**src/rtl/ysyx_23060072_sim_pkg.sv**
```systemverilog
// Shared definitions for the simulation controller.
// The state encoding is fixed so the debug port reads HOLD=0, RUN=1, DONE=2.
// The ebreak instruction word ends a run.
package ysyx_23060072_sim_pkg;

  typedef enum logic [1:0] {
    HOLD = 2'd0,
    RUN  = 2'd1,
    DONE = 2'd2
  } sim_state_e;

  localparam logic [31:0] EBREAK_INST = 32'h00100073;

  // Wide enough for any legal reset-hold length (1..255).
  localparam int HOLD_W = 8;

endpackage

```
**src/rtl/ysyx_23060072_lane_scan.sv**
```systemverilog
// Combinational scan of the commit lanes.
// It finds the oldest (lowest-index) valid lane that carries ebreak.
// It also builds the mask of lanes whose retirement counts.
//   valid      : per-lane retire strobe, lane 0 oldest
//   inst       : per-lane instruction words, 32 bits each
//   ebreak_hit : some valid lane holds ebreak
//   ebreak_idx : index of the first such lane (0 when none)
//   count_mask : valid lanes up to and including that lane, else all valid lanes
module ysyx_23060072_lane_scan
  import ysyx_23060072_sim_pkg::*;
#(
  parameter int NCOMMIT = 1,
  parameter int IDX_W   = 1
) (
  input  logic [NCOMMIT-1:0]    valid,
  input  logic [NCOMMIT*32-1:0] inst,
  output logic                  ebreak_hit,
  output logic [IDX_W-1:0]      ebreak_idx,
  output logic [NCOMMIT-1:0]    count_mask
);

  logic found;

  // Lanes are examined oldest first. Once an ebreak has been seen,
  // every younger lane is dropped from the mask.
  always_comb begin
    found      = 1'b0;
    ebreak_idx = '0;
    count_mask = '0;
    for (int i = 0; i < NCOMMIT; i++) begin
      if (!found) begin
        count_mask[i] = valid[i];
        if (valid[i] && (inst[i*32 +: 32] == EBREAK_INST)) begin
          found      = 1'b1;
          ebreak_idx = IDX_W'(i);
        end
      end
    end
    ebreak_hit = found;
  end

endmodule

```
**src/rtl/ysyx_23060072_sim_ctrl.sv**
```systemverilog
// Simulation controller.
// It holds the core in reset for RST_CYCLES clocks and then counts cycles and
// retired instructions. It ends the run on the first ebreak. With the optional
// watchdog, it also ends the run after TIMEOUT RUN cycles.
// Optional feature macro: YSYX_23060072_WATCHDOG_EN. When it is undefined,
// timeout is tied to 0 and only ebreak ends the run.
// Ports:
//   clk, rst_n             : clock and async active-low reset
//   core_rst_n             : registered active-low reset to the core
//   commit_valid/inst/a0   : per-lane retire information, lane 0 oldest
//   state                  : FSM state (HOLD=0, RUN=1, DONE=2)
//   done, pass, timeout    : run outcome, frozen once in DONE
//   cycle_cnt, instret_cnt : saturating RUN-cycle and retire counters
module ysyx_23060072_sim_ctrl
  import ysyx_23060072_sim_pkg::*;
#(
  parameter int          NCOMMIT    = 1,
  parameter int          XLEN       = 32,
  parameter int          CNT_W      = 32,
  parameter int          RST_CYCLES = 4,
  parameter int unsigned TIMEOUT    = 125
) (
  input  logic                    clk,
  input  logic                    rst_n,
  output logic                    core_rst_n,
  input  logic [NCOMMIT-1:0]      commit_valid,
  input  logic [NCOMMIT*32-1:0]   commit_inst,
  input  logic [NCOMMIT*XLEN-1:0] commit_a0,
  output logic [1:0]              state,
  output logic                    done,
  output logic                    pass,
  output logic                    timeout,
  output logic [CNT_W-1:0]        cycle_cnt,
  output logic [CNT_W-1:0]        instret_cnt
);

  localparam int IDX_W = (NCOMMIT > 1) ? $clog2(NCOMMIT) : 1;
  localparam int POP_W = $clog2(NCOMMIT + 1);

  // Elaboration-time guards on the legal parameter ranges.
  if (NCOMMIT < 1 || NCOMMIT > 4) begin : g_bad_ncommit
    $error("NCOMMIT must be 1..4");
  end
  if (RST_CYCLES < 1 || RST_CYCLES > 255) begin : g_bad_rst_cycles
    $error("RST_CYCLES must be 1..255");
  end
  if (TIMEOUT < 1) begin : g_bad_timeout
    $error("TIMEOUT must be at least 1");
  end

  function automatic logic [CNT_W-1:0] sat_add(input logic [CNT_W-1:0] a,
                                               input logic [CNT_W-1:0] b);
    logic [CNT_W:0] s;
    s = {1'b0, a} + {1'b0, b};
    return s[CNT_W] ? '1 : s[CNT_W-1:0];
  endfunction

  logic               ebreak_hit;
  logic [IDX_W-1:0]   ebreak_idx;
  logic [NCOMMIT-1:0] count_mask;

  ysyx_23060072_lane_scan #(
    .NCOMMIT (NCOMMIT),
    .IDX_W   (IDX_W)
  ) u_lane_scan (
    .valid      (commit_valid),
    .inst       (commit_inst),
    .ebreak_hit (ebreak_hit),
    .ebreak_idx (ebreak_idx),
    .count_mask (count_mask)
  );

  logic [POP_W-1:0] pop;
  logic [XLEN-1:0]  hit_a0;

  always_comb begin
    pop    = '0;
    hit_a0 = '0;
    for (int i = 0; i < NCOMMIT; i++) begin
      pop = pop + POP_W'(count_mask[i]);
      if (ebreak_idx == IDX_W'(i)) hit_a0 = commit_a0[i*XLEN +: XLEN];
    end
  end

  sim_state_e        state_q,       state_d;
  logic [HOLD_W-1:0] hold_cnt_q,    hold_cnt_d;
  logic              core_rst_n_q,  core_rst_n_d;
  logic              done_q,        done_d;
  logic              pass_q,        pass_d;
  logic [CNT_W-1:0]  cycle_cnt_q,   cycle_cnt_d;
  logic [CNT_W-1:0]  instret_cnt_q, instret_cnt_d;
`ifdef YSYX_23060072_WATCHDOG_EN
  logic              timeout_q,     timeout_d;
`endif

  always_comb begin
    state_d       = state_q;
    hold_cnt_d    = hold_cnt_q;
    core_rst_n_d  = core_rst_n_q;
    done_d        = done_q;
    pass_d        = pass_q;
    cycle_cnt_d   = cycle_cnt_q;
    instret_cnt_d = instret_cnt_q;
`ifdef YSYX_23060072_WATCHDOG_EN
    timeout_d     = timeout_q;
`endif
    case (state_q)
      HOLD: begin
        // The edge that enters RUN also releases the core reset.
        if (hold_cnt_q == HOLD_W'(RST_CYCLES - 1)) begin
          state_d      = RUN;
          core_rst_n_d = 1'b1;
        end else begin
          hold_cnt_d = hold_cnt_q + 1'b1;
        end
      end
      RUN: begin
        // The terminating cycle itself is still counted.
        cycle_cnt_d   = sat_add(cycle_cnt_q, CNT_W'(1));
        instret_cnt_d = sat_add(instret_cnt_q, CNT_W'(pop));
        if (ebreak_hit) begin
          state_d = DONE;
          done_d  = 1'b1;
          pass_d  = (hit_a0 == '0);
        end
`ifdef YSYX_23060072_WATCHDOG_EN
        else if (cycle_cnt_q == CNT_W'(TIMEOUT - 1)) begin
          state_d   = DONE;
          done_d    = 1'b1;
          pass_d    = 1'b0;
          timeout_d = 1'b1;
        end
`endif
      end
      DONE: ;
      default: begin
        // The unused encoding is treated as a failed run.
        state_d      = DONE;
        done_d       = 1'b1;
        pass_d       = 1'b0;
        core_rst_n_d = 1'b1;
`ifdef YSYX_23060072_WATCHDOG_EN
        timeout_d    = 1'b1;
`endif
      end
    endcase
  end

  always_ff @(posedge clk or negedge rst_n) begin
    if (!rst_n) begin
      state_q       <= HOLD;
      hold_cnt_q    <= '0;
      core_rst_n_q  <= 1'b0;
      done_q        <= 1'b0;
      pass_q        <= 1'b0;
      cycle_cnt_q   <= '0;
      instret_cnt_q <= '0;
`ifdef YSYX_23060072_WATCHDOG_EN
      timeout_q     <= 1'b0;
`endif
    end else begin
      state_q       <= state_d;
      hold_cnt_q    <= hold_cnt_d;
      core_rst_n_q  <= core_rst_n_d;
      done_q        <= done_d;
      pass_q        <= pass_d;
      cycle_cnt_q   <= cycle_cnt_d;
      instret_cnt_q <= instret_cnt_d;
`ifdef YSYX_23060072_WATCHDOG_EN
      timeout_q     <= timeout_d;
`endif
    end
  end

  assign state       = state_q;
  assign core_rst_n  = core_rst_n_q;
  assign done        = done_q;
  assign pass        = pass_q;
  assign cycle_cnt   = cycle_cnt_q;
  assign instret_cnt = instret_cnt_q;
`ifdef YSYX_23060072_WATCHDOG_EN
  assign timeout = timeout_q;
`else
  assign timeout = 1'b0;
`endif

endmodule

```
**config.mk**
```make
export PLATFORM = sky130hd
export DESIGN_NAME = ysyx_23060072_sim_ctrl
export DESIGN_NICKNAME = d
export VERILOG_FILES = /design/src/rtl/ysyx_23060072_sim_pkg.sv /design/src/rtl/ysyx_23060072_lane_scan.sv /design/src/rtl/ysyx_23060072_sim_ctrl.sv
export SDC_FILE = /design/constraint.sdc
export NUM_CORES = 1
export LEC_CHECK = 0
export CORE_UTILIZATION = 46
export CTS_CLUSTER_DIAMETER = 50
export CTS_CLUSTER_SIZE = 30
export DETAILED_ROUTE_END_ITERATION = 7
export HOLD_SLACK_MARGIN = 0.15
export PLACE_DENSITY = 0.8
export SLEW_MARGIN = 20
export SYNTH_ARGS = -nofsm -noshare
export SYNTH_HDL_FRONTEND = slang
export SYNTH_SLANG_ARGS = --single-unit
```
**constraint.sdc**
```tcl
create_clock -name clk -period 2.9 [get_ports clk]
set_clock_uncertainty 0.15 [all_clocks]
set_input_delay 0.435 -clock clk [delete_from_list [all_inputs] [get_ports clk]]
set_output_delay 0.435 -clock clk [all_outputs]
set_load 0.05 [all_outputs]
```
==> results.yml, run 1 <==
place:
  dpl_cell_area_mm2: 0.00548
  place.gp.congestion: 0.804
  io_buffers: 135
  dp_hpwl_um: 7600
critical_path:
  cp_cell_sequence: "inv_1, ha_1, nand4_1, nor4_1, nand3_1, buf_4, nand3_1, o21a_1"
  reg2regPathDepth: 8
  slowest_delay_ps: 460
  rr_endpoint: "instret_cnt[19]$_DFFE_PN0P_"
  cp_data_required_time_ps: 3030
  cp_max_fo: 15
  crit_path_start_kind: "flip-flop"
  crit_arrival_ps: 2660
  crit_top_cell: "nand3_1"
  crit_slowest_cell: "ha_1"
  reg2reg_setup_slack_ps: 370
  worstSetupEndpointType: "flip-flop"
  critical_path_class: "flip-flop to flip-flop"
  r2r_start: "state[1]$_DFFE_PN0P_"
  crit_path_start: "state[1]$_DFFE_PN0P_"
route:
  vias_per_cell: 5.59
  via_count: 3624
  drt_wl_total_um: 10100
  drtIter0Drc: 140
  avgRoutedWirePerCell_um: 15.6
  drc: 0
  drt_pass1_iterations: 4
  drt.antenna.violating_nets: 0
clock_network:
  cts_tree: "built"
  postCtsHoldBufs: 1
  h-tree-depth: 3
  cts_resized: 0
  cts_buffers: 9
  clk_latency_ps: 340
  clkTransAtPathRegs_ps: 80
  clockBufferDepth: 2
  cts-root-buf: "clkbuf_8"
  cts_num_sinks: 77
  post-cts-setup-buffers: 0
logic_synthesis:
  yosys_warnings: 0
  synth_seq_cells: 77
  avgSynthCellArea_um2: 10.1
  syn-num-nets: 469
  netlist_area_mm2: 0.00399
  yosysSeqAreaShare: 0.483
  async_reset_ff_frac: 1.00
  synth_edf_count: 0
  ys.flop_type: "dfrtp_1"
  synthCells: 395
  yosys.cell_types.count: 52
global_route:
  grt_overflow: 0
  antenna_found_initial: 0
  grt_use_total: 0.237
  grt_max_degree: 78
  grt_pass1_wl_um: 16600
  grt_pass1_vias: 3530
flow_run:
  cap_violations: 0
layout:
  finalInstanceArea_mm2: 0.00563
  layout.nets: 614
  area_delta_synth_final_pct: 41.1
  n_antenna_cell: 0
  drive_gt1_frac: 0.0681
power_and_ir_drop:
  p_total_mw: 2.42
  power_density_mw_per_mm2: 429
  ir_worst_vdd_mv: 0.210
  cellLeakagePower_nw: 2.62
timing:
  report.final.hold_viol_count: 0
  fmax_ghz: 0.395
  rsz0062_at_grt: "false"
  holdWs_ps: 321
  setup_viol: 0
  drv_slew: 0
  period_needed_ps: 2530
  worstMarginPinSlew_ps: 970
  max_slew_margin: 0.353
  tns_ps: 0
  period_share: 0.873
worst_hold_path:
  worstHoldPathCells: 1
  worstHoldPathType: "flip-flop to flip-flop"
  hold_end: "done$_DFFE_PN0P_"
  hold_path_startpoint: "done$_DFFE_PN0P_"
floorplan:
  coreArea_mm2: 0.00830
  ios: 137
  start_util: 0.481
  die-area_mm2: 0.00905
  fp.dieH_um: 95.2
  die_w_um: 95.2
  rows: 33
run_status:
  outcome: "complete, no violations"
-- sequential cells by signal (all words and copies together) (netlist names) --
name,flops
core_rst_n,1
cycle_cnt,32
done,1
hold_cnt_q,8
instret_cnt,32
pass,1
state,2
-- how the worst max path moves through the flow --
stage	to	slack (ps)
floorplan	cycle_cnt[20]$_DFFE_PN0P_	540
global placement	instret_cnt[19]$_DFFE_PN0P_	260
detailed placement	instret_cnt[19]$_DFFE_PN0P_	170
CTS	instret_cnt[19]$_DFFE_PN0P_	390
global route	instret_cnt[19]$_DFFE_PN0P_	110
finish	instret_cnt[19]$_DFFE_PN0P_	370
-- layer usage --
metal | GRT usage | wire [um] | vias up
met5 | 0 | 0 | -
met4 | 0.0808 | 128 | 0
met3 | 0.0455 | 727 | 9
met2 | 0.389 | 5020 | 151
met1 | 0.313 | 4260 | 1749
li1 | - | - | 1715
-- report_power, final --
part | switching [mW] | leakage [nW] | internal [mW]
Clock | 0.366 | 0.0788 | 0.298
Sequential | 0.0790 | 1.04 | 1.13
Combinational | 0.317 | 1.50 | 0.228
-- worst max-delay path, delay by kind of cell (launching register included) --
family                     cells  cell delay, ps
adders and majority gates      1             460
DFF                            1             420
and+or+nand+nor                4             970
AOI/OAI and AO/OA              1             110
buffers and inverters          2             350
-- kinds of logic after synthesis --
family | after synthesis | share of synthesized area
and+or+nand+nor | 205 | 0.288
DFF | 77 | 0.483
xor gates and xnor gates | 47 | 0.103
AOI/OAI and AO/OA | 32 | 0.0539
buffers and inverters | 16 | 0.0207
muxes | 10 | 0.0288
adders and majority gates | 7 | 0.0219
other | 1 | 0.000940
-- Yosys cell counts, types with 3 or more instances --
| master | count | share of area |
|---|---|---|
| dfrtp_1 | 77 | 0.48 |
| nand2_1 | 67 | 0.063 |
| xor2_1 | 36 | 0.079 |
| nand4_1 | 29 | 0.045 |
| nand3_1 | 24 | 0.030 |
| and3_1 | 16 | 0.025 |
| nor2_1 | 13 | 0.012 |
| nor4_1 | 13 | 0.020 |
| xnor2_1 | 11 | 0.024 |
| o21ai_0 | 8 | 0.010 |
| a21oi_1 | 7 | 0.0088 |
| and4_1 | 7 | 0.015 |
| ha_1 | 7 | 0.022 |
| nor3_1 | 7 | 0.0088 |
| mux2_1 | 6 | 0.017 |
| and2_1 | 4 | 0.0063 |
| clkbuf_1 | 4 | 0.0038 |
| inv_1 | 4 | 0.0038 |
| nand4_2 | 4 | 0.013 |
| or3_1 | 4 | 0.0063 |
| a41oi_1 | 3 | 0.0066 |
| buf_2 | 3 | 0.0038 |
| nand2b_1 | 3 | 0.0047 |
| o22a_1 | 3 | 0.0066 |
-- area by class of cell --
type	count	area [um^2]
clock buffer	11	131
clock inverter	3	15.0
fill	691	2670
inverter	5	18.8
multi-input combinational	302	1980
sequential	77	1930
tap	105	131
timing repair buffer	145	1430
-- through the flow --
stage,worst slack (ps),utilization,std cells
2_1_floorplan,545,-,395
3_3_place_gp,260,0.660,633
3_5_place_dp,174,0.660,633
4_1_cts,386,0.679,648
5_1_grt,106,0.679,648
6_report,369,0.679,648
-- cells in the final DEF, fill, tap and decap left out, types with 4 or more instances in the layout --
| cell | synthesis | final |
|---|---|---|
| nand4_1 | 29 | 29 |
| mux2_1 | 6 | 6 |
| nor3_1 | 7 | 7 |
| xor2_1 | 36 | 36 |
| buf_4 | 1 | 10 |
| o21ai_0 | 8 | 8 |
| and4_1 | 7 | 7 |
| nand4_2 | 4 | 4 |
| inv_1 | 4 | 4 |
| and2_1 | 4 | 4 |
| or3_1 | 4 | 4 |
| clkdlybuf4s50_1 | 0 | 134 |
| nand3_1 | 24 | 24 |
| xnor2_1 | 11 | 11 |
| a21oi_1 | 7 | 7 |
| ha_1 | 7 | 7 |
| dfrtp_1 | 77 | 77 |
| nor2_1 | 13 | 13 |
| and3_1 | 16 | 16 |
| nor4_1 | 13 | 13 |
| nand2_1 | 67 | 67 |
| clkbuf_8 | 0 | 9 |
Note: power is estimated with default switching activity, not from simulation.
==> inputs of run 2 (changes only) <==
--- a/config.mk
+++ b/config.mk
@@ -5,6 +5,8 @@
 export SDC_FILE = /design/constraint.sdc
 export NUM_CORES = 1
 export LEC_CHECK = 0
+export CAP_MARGIN = 20
+export CORE_MARGIN = 2
 export CORE_UTILIZATION = 46
 export CTS_CLUSTER_DIAMETER = 50
 export CTS_CLUSTER_SIZE = 30
==> run 2 against run 1 <==
Effect of this change:
- core utilization is 0.29 points higher
- global-route usage is 1.2 points lower
- sequential power hardly changed
- final cell count stayed put
- worst hold slack better by 11 ps
- critical path depth is 1 lower
- critical path type is now primary input to flip-flop
- wire length is 2.8% higher
- sequential cell count stayed put
- worst setup slack better by 58 ps
- via count is 0.47% higher
- largest cell class unchanged
==> results.yml, run 2 (synthesized netlist as in run 1, its figures left out) <==
floorplan:
  die-area_mm2: 0.00944
  die_w_um: 97.2
  coreArea_mm2: 0.00830
  ios: 137
  start_util: 0.481
  rows: 33
  fp.dieH_um: 97.2
timing:
  drv_slew: 0
  setup_viol: 0
  report.final.hold_viol_count: 0
  rsz0062_at_grt: "false"
  tns_ps: 0
  period_share: 0.853
  holdWs_ps: 331
  max_slew_margin: 0.354
  period_needed_ps: 2470
  fmax_ghz: 0.404
  worstMarginPinSlew_ps: 968
layout:
  multi_input_area_mm2: 0.00198
  seq_area_mm2: 0.00193
  n_antenna_cell: 0
  finalNonFillerCells: 648
  layout.nets: 613
  mostFrequentLayoutCell: "clkdlybuf4s50_1"
  nFillCells: 643
  layout_common_cells: "134 x clkdlybuf4s50_1, 77 x dfrtp_1, 67 x nand2_1"
  final_core_util: 0.681
  drive_gt1_frac: 0.0681
  area_delta_synth_final_pct: 41.7
flow_run:
  cap_violations: 0
critical_path:
  cp_data_required_time_ps: 2970
  rr_endpoint: "cycle_cnt[30]$_DFFE_PN0P_"
  reg2regPathDepth: 9
  cp_cell_sequence: "clkdlybuf4s50_1, ha_1, ha_1, nand4_1, nor3_2, nand4_1, mux2_1"
  cp_max_fo: 8
  r2r_start: "state[1]$_DFFE_PN0P_"
  critical_path_class: "primary input to flip-flop"
  reg2reg_setup_slack_ps: 450
  crit_path_start_kind: "primary input"
  crit_slowest_cell: "clkdlybuf4s50_1"
  crit_arrival_ps: 2540
  crit_path_start: "commit_valid"
  endpoint: "instret_cnt[22]$_DFFE_PN0P_"
  worstSetupEndpointType: "flip-flop"
  slowest_delay_ps: 480
clock_network:
  post-cts-setup-buffers: 0
  clockBufferDepth: 2
  cts_num_sinks: 77
  cts_resized: 0
  cts-root-buf: "clkbuf_8"
  clkTransAtPathRegs_ps: 70
  cts_tree: "built"
  postCtsHoldBufs: 1
  cts_buffers: 9
  clk_latency_ps: 340
  h-tree-depth: 3
route:
  drtIter0Drc: 150
  via_count: 3641
  drt.antenna.violating_nets: 0
  drc: 0
  drt_pass1_iterations: 4
  drt_wl_total_um: 10400
  vias_per_cell: 5.62
  avgRoutedWirePerCell_um: 16.1
global_route:
  grt_pass1_vias: 3625
  grt_max_degree: 78
  antenna_found_initial: 0
  grt_use_total: 0.225
  grt_overflow: 0
  grt_pass1_wl_um: 17300
place:
  place.gp.congestion: 0.892
  io_buffers: 135
  place_inst: 632
  dp_hpwl_um: 7630
power_and_ir_drop:
  ir_worst_vdd_mv: 0.248
  power_density_mw_per_mm2: 442
  cellLeakagePower_nw: 2.63
run_status:
  outcome: "complete, no violations"
worst_hold_path:
  worstHoldPathType: "flip-flop to flip-flop"
run 2: final cells by class:
| type | count | share of cell area |
|---|---|---|
| repair buffers | 144 | 0.251 |
| clock buffers | 14 | 0.0305 |
| multi-input cells | 302 | 0.350 |
| clock inverters | 1 | 0.000885 |
| inverters | 5 | 0.00332 |
| well taps | 105 | 0.0232 |
| flip-flops and latches | 77 | 0.341 |
run 2: per-layer routing:
layer	GRT usage	up-vias	routed length, um	share of wire
li1	-	1709	-	-
met5	0	-	0	0
met2	0.377	134	5130	0.49
met1	0.298	1787	4480	0.43
met3	0.0439	11	687	0.066
met4	0.0639	0	119	0.011
run 2: where the power goes:
part / internal, mW / leakage [nW] / switching (mW)
Sequential: 1.13 / 1.04 / 0.0857
Clock: 0.377 / 0.0926 / 0.369
Combinational: 0.229 / 1.49 / 0.314
run 2: worst min path at each step:
| stage | startpoint | endpoint | depth (start not counted) |
|---|---|---|---|
| floorplan | rst_n | core_rst_n$_DFFE_PN0P_ | 0 |
| global placement | done$_DFFE_PN0P_ | done$_DFFE_PN0P_ | 1 |
| detailed placement | done$_DFFE_PN0P_ | done$_DFFE_PN0P_ | 1 |
| CTS | hold_cnt_q[7]$_DFFE_PN0P_ | hold_cnt_q[7]$_DFFE_PN0P_ | 1 |
| global route | hold_cnt_q[7]$_DFFE_PN0P_ | hold_cnt_q[7]$_DFFE_PN0P_ | 1 |
| finish | done$_DFFE_PN0P_ | done$_DFFE_PN0P_ | 1 |
run 2: worst max-delay path: cells and delay by family:
family | cells | cell delay [ps]
AND/OR/NAND/NOR | 3 | 930
buffers and inverters | 1 | 480
adder cells (fa/ha/maj) | 2 | 350
multiplexers | 1 | 340
run 2: stage by stage:
step | power (mW) | area [um^2] | worst slack (ps)
6_report | 2.50 | 5660 | 428
5_1_grt | 2.60 | 5660 | 229
4_1_cts | 2.51 | 5660 | 422
3_5_place_dp | 1.78 | 5470 | 99.0
3_3_place_gp | 1.76 | 5470 | 159
2_1_floorplan | 1.51 | 3990 | 545
==> inputs of run 3 (changes only) <==
--- a/config.mk
+++ b/config.mk
@@ -7,12 +7,13 @@
 export LEC_CHECK = 0
 export CAP_MARGIN = 20
 export CORE_MARGIN = 2
-export CORE_UTILIZATION = 46
+export CORE_UTILIZATION = 49
 export CTS_CLUSTER_DIAMETER = 50
 export CTS_CLUSTER_SIZE = 30
 export DETAILED_ROUTE_END_ITERATION = 7
 export HOLD_SLACK_MARGIN = 0.15
-export PLACE_DENSITY = 0.8
+export PLACE_DENSITY = 0.85
+export REMOVE_ABC_BUFFERS = 1
 export SLEW_MARGIN = 20
 export SYNTH_ARGS = -nofsm -noshare
 export SYNTH_HDL_FRONTEND = slang
==> constraint.sdc (replaced) <==
create_clock -name clk -period 3 [get_ports clk]
set_clock_uncertainty 0.15 [all_clocks]
set_input_delay 0.45 -clock clk [delete_from_list [all_inputs] [get_ports clk]]
set_output_delay 0.45 -clock clk [all_outputs]
set_load 0.05 [all_outputs]
==> run 3 against run 2 <==
Effect of this change:
- register-to-register slack better by 130 ps
- first-iteration DRC count decreased by 12%
- critical endpoint unchanged
- combinational power fell by 2%
- highest routed layer unchanged
==> results.yml, run 3 (synthesized netlist as in run 1, its figures left out) <==
clock_network:
  clkTransAtPathRegs_ps: 80
  postCtsHoldBufs: 1
  h-tree-depth: 3
  cts-root-buf: "clkbuf_8"
  cts_resized: 0
  cts_tree: "built"
  cts_buffers: 9
  post-cts-setup-buffers: 0
  clockBufferDepth: 2
  clk_latency_ps: 340
  cts_num_sinks: 77
route:
  vias_per_cell: 5.49
  drt_wl_total_um: 10500
  drt_pass1_iterations: 5
  via_count: 3551
  avgRoutedWirePerCell_um: 16.2
  drtIter0Drc: 132
  drc: 0
  drt.antenna.violating_nets: 0
power_and_ir_drop:
  p_sw_frac: 0.300
  ir_worst_vdd_mv: 0.409
  power_frac_clock: 0.334
  cellLeakagePower_nw: 2.65
  comb_power_share: 0.208
  seq_power_share: 0.458
  p_int_mw: 1.78
  p_total_mw: 2.54
  power.net_switching_mw: 0.763
  power_density_mw_per_mm2: 446
place:
  place_inst: 630
  dp_hpwl_um: 7820
  place.gp.congestion: 0.905
  dpl_cell_area_mm2: 0.00547
  io_buffers: 135
  dp_slack_ps: 203
floorplan:
  start_util: 0.511
  fp.dieH_um: 94.3
  die_w_um: 94.3
  die-area_mm2: 0.00888
  coreArea_mm2: 0.00781
  ios: 137
  rows: 32
timing:
  report.final.hold_viol_count: 0
  drv_slew: 0
  rsz0062_at_grt: "false"
  setup_viol: 0
  tns_ps: 0
  max_slew_margin: 0.363
  fmax_ghz: 0.410
  period_share: 0.814
  layout_setup_ws_ps: 558
  period_needed_ps: 2440
  holdWs_ps: 321
  worstMarginPinSlew_ps: 956
global_route:
  grt_use_total: 0.246
  grt_max_degree: 78
  grt_overflow: 0
  antenna_found_initial: 0
  grt_pass1_vias: 3565
  grt_pass1_wl_um: 17100
layout:
  layout.nets: 614
  multi_input_area_mm2: 0.00198
  area_delta_synth_final_pct: 42.7
  seq_area_mm2: 0.00193
  layout_common_cells: "134 x clkdlybuf4s50_1, 77 x dfrtp_1, 67 x nand2_1"
  n_antenna_cell: 0
  drive_gt1_frac: 0.0734
  finalInstanceArea_mm2: 0.00570
  finalNonFillerCells: 647
  nFillCells: 589
  final_core_util: 0.729
  mostFrequentLayoutCell: "clkdlybuf4s50_1"
critical_path:
  slowest_delay_ps: 480
  critical_path_class: "primary input to flip-flop"
  cp_max_fo: 8
  crit_arrival_ps: 2520
  crit_path_start_kind: "primary input"
  cp_data_required_time_ps: 3080
  cp_cell_sequence: "clkdlybuf4s50_1, ha_1, ha_1, nand4_1, nor3_2, nand4_1, mux2_1"
  crit_slowest_cell: "clkdlybuf4s50_1"
  worstSetupEndpointType: "flip-flop"
flow_run:
  cap_violations: 0
worst_hold_path:
  worstHoldPathType: "flip-flop to flip-flop"
run_status:
  outcome: "complete, no violations"
==> run 3: changes by cell type in the layout (fill, tap and decap cells not counted), sizes merged <==
cell / delta
clkinv: +1
clkbuf: -4
clkinvlp: +1
buf: +1
bufinv: +2
inv: +1
==> run 3: worst max-delay path: cells and delay by family <==
family                   cells  cell delay, ps
AND/OR/NAND/NOR              3             890
multiplexers                 1             340
buffers and inverters        1             480
adder cells (fa/ha/maj)      2             360
==> run 3: final timing paths <==
check	from	to	slack (ps)	cells past startpoint
setup reg to reg	state[1]$_DFFE_PN0P_	instret_cnt[22]$_DFFE_PN0P_	580	6
hold reg to reg	done$_DFFE_PN0P_	done$_DFFE_PN0P_	320	1
setup / recovery	commit_valid	instret_cnt[22]$_DFFE_PN0P_	560	7
hold / removal	done$_DFFE_PN0P_	done$_DFFE_PN0P_	320	1
max in group asynchronous	rst_n	cycle_cnt[3]$_DFFE_PN0P_	1430	2
min in group asynchronous	rst_n	instret_cnt[15]$_DFFE_PN0P_	640	2
==> run 3: power groups by stage <==
stage	Sequential, mW	Clock [mW]	Combinational, mW
after global placement	1.18	0	0.517
after floorplan	1.35	0	0.108
final	1.16	0.849	0.530
after detailed placement	1.18	0	0.529
after global routing	1.17	0.913	0.563
after CTS	1.16	0.866	0.534
==> run 3: layout make-up <==
| class | instances | area share |
|---|---|---|
| multi-input combinational | 302 | 0.348 |
| clock buffer | 10 | 0.0224 |
| inverter | 5 | 0.00330 |
| timing repair buffer | 145 | 0.250 |
| clock inverter | 6 | 0.0152 |
| tap | 102 | 0.0224 |
| sequential | 77 | 0.338 |
==> run 3: per-layer routing <==
metal,share of wire,up-vias,track usage
li1,-,1716,-
met5,0,-,0
met2,0.50,111,0.402
met4,0.0037,0,0.0519
met3,0.056,4,0.0738
met1,0.44,1720,0.327
